## src/rtl/top_apb_demux.sv

```systemverilog
// APB 1-to-8 address demultiplexer.
//
// Routes one APB master onto eight APB slaves. paddr_i[30:28] selects the slave.
// Addresses with paddr_i[31] set map to no slave, and the block answers them
// locally with an error.
//
// Parameters:
//   TIMEOUT_CYCLES  ACCESS cycles with pready low before a forced error
//                   (APB_DEMUX_TIMEOUT_EN builds only)
//
// Ports:
//   clk_i, rst_ni                         clock, async active-low reset
//   psel_i/paddr_i/pwrite_i/penable_i/    master request
//   pwdata_i
//   prdata_o/pready_o/pslverr_o           master response
//   psel_o/paddr_o/pwrite_o/penable_o/    per-slave request, unselected slaves held at 0
//   pwdata_o [8]
//   prdata_i/pready_i/pslverr_i [8]       per-slave response
//
// Configuration macro:
//   APB_DEMUX_TIMEOUT_EN  when defined, a slave that stalls for TIMEOUT_CYCLES ACCESS
//                         cycles is cut off, and the master gets an error response.
module top_apb_demux #(
  parameter int unsigned TIMEOUT_CYCLES = 16
) (
  input  logic        clk_i,
  input  logic        rst_ni,
  input  logic        psel_i,
  input  logic [31:0] paddr_i,
  input  logic        pwrite_i,
  input  logic        penable_i,
  input  logic [31:0] pwdata_i,
  output logic [31:0] prdata_o,
  output logic        pready_o,
  output logic        pslverr_o,
  output logic        psel_o    [8],
  output logic [31:0] paddr_o   [8],
  output logic        pwrite_o  [8],
  output logic        penable_o [8],
  output logic [31:0] pwdata_o  [8],
  input  logic [31:0] prdata_i  [8],
  input  logic        pready_i  [8],
  input  logic        pslverr_i [8]
);

  typedef enum logic [1:0] {StIdle, StSetup, StAccess} state_e;

  state_e     state_q, state_d;
  logic [2:0] idx_q, idx_d, dec_idx, idx;
  logic       mapped_q, mapped_d, dec_mapped, mapped;
  logic       blk_q, blk_d;
  logic       route_q, en, access, timeout;

  assign dec_idx    = paddr_i[30:28];
  assign dec_mapped = ~paddr_i[31];

  // An ACCESS cycle that follows SETUP or a wait state uses the captured route.
  // An ACCESS cycle straight from idle decodes on the fly.
  assign route_q = penable_i && (state_q != StIdle);
  assign idx     = route_q ? idx_q : dec_idx;
  assign mapped  = route_q ? mapped_q : dec_mapped;

  // blk_q suppresses a transfer that was in flight across a reset.
  // It stays set until the master leaves ACCESS.
  assign en     = rst_ni && psel_i && !(blk_q && penable_i);
  assign access = en && penable_i;

`ifdef APB_DEMUX_TIMEOUT_EN
  localparam int unsigned CntW = $clog2(TIMEOUT_CYCLES + 1);

  logic [CntW-1:0] cnt_q, cnt_d;

  assign timeout = access && mapped && (cnt_q == CntW'(TIMEOUT_CYCLES));

  always_comb begin
    cnt_d = '0;
    if (access && mapped && !pready_i[idx] && !timeout) begin
      cnt_d = cnt_q + 1'b1;
    end
  end

  always_ff @(posedge clk_i or negedge rst_ni) begin
    if (!rst_ni) begin
      cnt_q <= '0;
    end else begin
      cnt_q <= cnt_d;
    end
  end
`else
  // No timeout logic in this build. The parameter is still referenced to keep its use visible.
  assign timeout = 1'b0 && (TIMEOUT_CYCLES == 0);
`endif

  always_comb begin
    for (int k = 0; k < 8; k++) begin
      psel_o[k]    = 1'b0;
      penable_o[k] = 1'b0;
      paddr_o[k]   = '0;
      pwrite_o[k]  = 1'b0;
      pwdata_o[k]  = '0;
    end
    prdata_o  = '0;
    pready_o  = 1'b0;
    pslverr_o = 1'b0;

    if (en && mapped) begin
      psel_o[idx]    = psel_i;
      penable_o[idx] = penable_i && !timeout;
      paddr_o[idx]   = paddr_i;
      pwrite_o[idx]  = pwrite_i;
      pwdata_o[idx]  = pwdata_i;
    end

    if (access) begin
      if (!mapped || timeout) begin
        pready_o  = 1'b1;
        pslverr_o = 1'b1;
      end else begin
        prdata_o  = prdata_i[idx];
        pready_o  = pready_i[idx];
        pslverr_o = pslverr_i[idx];
      end
    end
  end

  always_comb begin
    state_d  = state_q;
    idx_d    = idx_q;
    mapped_d = mapped_q;
    blk_d    = blk_q && psel_i && penable_i;

    if (!en) begin
      state_d = StIdle;
    end else if (!penable_i) begin
      state_d = StSetup;
    end else if (pready_o) begin
      state_d = StIdle;
    end else begin
      state_d = StAccess;
    end

    if (en && (!penable_i || state_q == StIdle)) begin
      idx_d    = dec_idx;
      mapped_d = dec_mapped;
    end
  end

  always_ff @(posedge clk_i or negedge rst_ni) begin
    if (!rst_ni) begin
      state_q  <= StIdle;
      idx_q    <= '0;
      mapped_q <= 1'b0;
      blk_q    <= 1'b1;
    end else begin
      state_q  <= state_d;
      idx_q    <= idx_d;
      mapped_q <= mapped_d;
      blk_q    <= blk_d;
    end
  end

endmodule

```

## config.mk

```make
export PLATFORM = sky130hd
export DESIGN_NAME = top_apb_demux
export DESIGN_NICKNAME = d
export VERILOG_FILES = /design/src/rtl/top_apb_demux.sv
export SDC_FILE = /design/constraint.sdc
export NUM_CORES = 1
export LEC_CHECK = 0
export ABC_AREA = 1
export CORE_AREA = 2 2 356 358
export CTS_CLUSTER_SIZE = 14
export DETAILED_ROUTE_END_ITERATION = 12
export DIE_AREA = 0 0 358 360
export PLACE_DENSITY = 0.37
export RECOVER_POWER = 100
export SYNTH_ARGS = -nofsm -noshare
export SYNTH_HDL_FRONTEND = slang
export SYNTH_SLANG_ARGS = --single-unit
```

## constraint.sdc

```tcl
create_clock -name clk_i -period 2.1 [get_ports clk_i]
set_clock_uncertainty 0.05 [all_clocks]
set_input_delay 0.525 -clock clk_i [delete_from_list [all_inputs] [get_ports clk_i]]
set_output_delay 0.525 -clock clk_i [all_outputs]
set_load 0.01 [all_outputs]
```

==> flow_metrics.tcl <==
set metrics [dict create \
    fin_crit_ns 3.05 \
    finalSetupViolCount 570 \
    via_per_inst 3.07 \
    crit_buf_inv 10 \
    fin_area_um2 23800 \
    ir_drop_mv 0.181 \
    synth_area_per_cell_um2 4.47 \
    required_ns 1.52 \
    ys_seq_area_share_pct 3.15 \
    fin_util_pct 19.1 \
    synthCells 1253 \
    detail_route.wl_per_cell_um 21.1 \
    p_leak_nw 15.3 \
    worst_slew_pin_slew_ns 0.398 \
    crit_arrival_ns 2.47 \
    maxCapViolations 0 \
    start_util_pct 4.48 \
    coreArea_um2 125000 \
    cp-end-kind "primary output" \
    cts.sinks 7 \
    htree_levels 1 \
    yosys.area.top_type "nor2_1" \
    pin_count 911 \
    clockBufferDepth 2 \
    clkTransAtPathRegs_ns 0.04 \
    grtUsageTotal_pct 12.5 \
    drive_gt1_share_pct 45.3 \
    antenna_left 0 \
    p_clk_share_pct 10.2 \
    grt_pass1_wl_um 111000 \
    status "complete, but fails checks" \
    power.total_w 0.00318 \
    crit_family "buffers and inverters" \
    cp_num_cells 15 \
    numPortBuffers 910 \
    via_count 12600 \
    path_class "flop to primary output" \
    power.density_nw_per_um2 134 \
    synth_top_cell_area_share_pct 55.2 \
    cts_tree "built" \
    cts_hold_buf 0 \
    die_area_um2 129000 \
    numCtsBuffers 3 \
    yosys_warnings 0 \
    fin_ws_ns -0.946 \
    seqPwrFrac_pct 5.0 \
    swShare_pct 42.6 \
    syn-cell-area_um2 5600 \
    critPathMaxStageDelay_ns 0.41 \
    p_int_w 0.00183 \
    route.detailed.drc 0 \
    drt-total-wl_um 86300 \
    placed_area_um2 21500 \
    cts_root_buffer "clkbuf_16" \
    clk_latency_ns 0.23 \
    worst_hold_slack_ns 0.415 \
    num-fill-cells 14100 \
    drt_iter0_drc 416 \
    rsz0062_at_grt "yes" \
    drv_slew 0 \
    die_x_um 358 \
    relSlewSlack_pct 73.4 \
    violations "setup timing" \
    synthDistinctLibCells 25 \
    gr-total-overflow 0 \
    hold_path_class "flop to flop" \
    fp.dieH_um 360 \
    finalHoldViolations 0 \
    cpMaxStageDelayCell "dfrtp_1" \
    placementRows 130 \
    syn_nets 1594 \
    place_hpwl_um 72500 \
    cp_common_cell "buf_6" \
    worstPathCellList "o21ai_4, buf_6, buf_6, o21ai_4, nor2_4, buf_12, clkinv_16, nor2_4, clkinv_8, buf_16, buf_16, buf_6, buf_4, nor2_4, buf_6" \
    cp_max_fo 7 \
    comb_power_share_pct 84.8 \
    final_nets 2770 \
    max_freq_mhz 328 \
    switchingPower_w 0.00136 \
    min_period_over_period_pct 145 \
    place_congestion 0.778 \
    grt_max_degree 34 \
    whs_path_depth 2 \
    rr_worst_depth 13 \
    synth_area_leaders "nor2_1 55%, or2_2 11%, nand3_1 6.3%, inv_1 5.3%, buf_6 5.0%" \
    grt_pass1_vias 12600 \
    crit_path_start_kind "flop" \
    area_growth_pct 325 \
    drt_pass1_iterations 6 \
    antenna_found_initial 42 \
    ys_ff_latch 7 \
]
==> repair_timing <==
item                                    in CTS  in global routing
pin swaps                                   26                 23
buffers inserted                            68                 46
endpoints found under the setup margin     571                571
resized for setup                          610                683
cloned                                       5                  2
hold endpoints to repair                     0                  0
==> cell families (layout without fill, tap and decap cells) <==
kind of cell / Yosys count / in the layout / synth area share, %
buf+inv: 178 / 1353 / 16.2
simple gates: 1057 / 1057 / 79.4
compound gates: 11 / 11 / 1.23
other cells: 0 / 9 / 0
flops: 7 / 7 / 3.15
==> final cells by class <==
class                           count  area [µm²]  area share [%]
Timing Repair Buffer             1257       14100            59.0
Multi-Input combinational cell   1068        6970            29.3
Tap cell                         1650        2060            8.67
Inverter                           91         427            1.79
Sequential cell                     7         176           0.741
Clock buffer                        4        78.8           0.331
Antenna cell                        9        22.5          0.0946
Timing Repair inverter              1        16.3          0.0683
==> state kept, by name, indices dropped and copies added, names as in the netlist <==
register / cells
mapped_q: 1
blk_q: 1
state_q: 2
idx_q: 3
==> worst min-delay path, stage by stage, from the launching register on <==
cell     delay, ns
dfstp_2       0.36
nand2_4       0.06
nor2_1        0.04
==> power groups by stage <==
stage	clock (W)	sequential, W	combinational, W
after floorplan	0	0.000156	0.000839
after global placement	0	0.000161	0.00257
after detailed placement	0	0.000161	0.00256
after CTS	0.000332	0.000161	0.00272
after global routing	0.000338	0.000162	0.00289
final	0.000323	0.000160	0.00270
==> path summary, 6_finish.rpt <==
path,startpoint,endpoint,slack [ns]
setup / recovery,state_q[1],pwdata_o[60],-0.95
hold / removal,blk_q,blk_q,0.42
setup reg to reg,state_q[1],state_q[1],0.04
hold reg to reg,blk_q,blk_q,0.42
max in group asynchronous,rst_ni,blk_q,1.25
min in group asynchronous,rst_ni,idx_q[2],0.44
==> layer usage <==
layer | global-route usage [%] | share of wire, % | vias up
met5 | 0 | 0.35 | -
met4 | 2.63 | 2.0 | 48
met3 | 3.08 | 6.5 | 115
met2 | 25.0 | 56 | 515
met1 | 12.8 | 35 | 5779
li1 | - | - | 6107
==> stage by stage <==
| step | setup WS, ns | std cells | setup TNS (ns) |
|---|---|---|---|
| 2_1_floorplan | -0.192 | 1253 | -53.37 |
| 3_3_place_gp | -1.89 | 3959 | -957.56 |
| 3_5_place_dp | -1.88 | 3959 | -959.88 |
| 4_1_cts | -1.23 | 4035 | -610.72 |
| 5_1_grt | -1.06 | 4083 | -519.66 |
| 6_report | -0.946 | 4087 | -453.96 |
==> cell usage after synthesis <==
| cell | n |
|---|---|
| nand4_1 | 7 |
| buf_4 | 4 |
| buf_2 | 28 |
| inv_2 | 9 |
| inv_1 | 79 |
| nand3_2 | 4 |
| a21oi_1 | 2 |
| or2_2 | 94 |
| dfstp_2 | 1 |
| o21ai_1 | 1 |
| nand3_4 | 4 |
| nand2_2 | 3 |
| o211ai_1 | 1 |
| nand3_1 | 70 |
| dfrtp_1 | 6 |
| nand3b_1 | 3 |
| nand2_1 | 38 |
| o21ai_0 | 6 |
| buf_6 | 25 |
| nor2_2 | 8 |
| clkinv_1 | 3 |
| clkbuf_1 | 30 |
| o21ai_4 | 1 |
| nor2_1 | 823 |
| nand2_4 | 3 |
==> cell usage in the layout (no fill, tap or decap), drive strengths merged <==
master,Yosys,routed
a21oi,2,2
buf,57,476
clkbuf,30,69
clkdlybuf4s15,0,29
clkdlybuf4s50,0,338
clkinv,3,6
dfrtp,6,6
dfstp,1,1
diode,0,9
dlygate4sd2,0,12
dlymetal6s2s,0,337
inv,88,86
nand2,44,44
nand3,78,78
nand3b,3,3
nand4,7,7
nor2,831,831
o211ai,1,1
o21ai,8,8
or2,94,94
No activity file was read; power rests on OpenSTA's default activity.
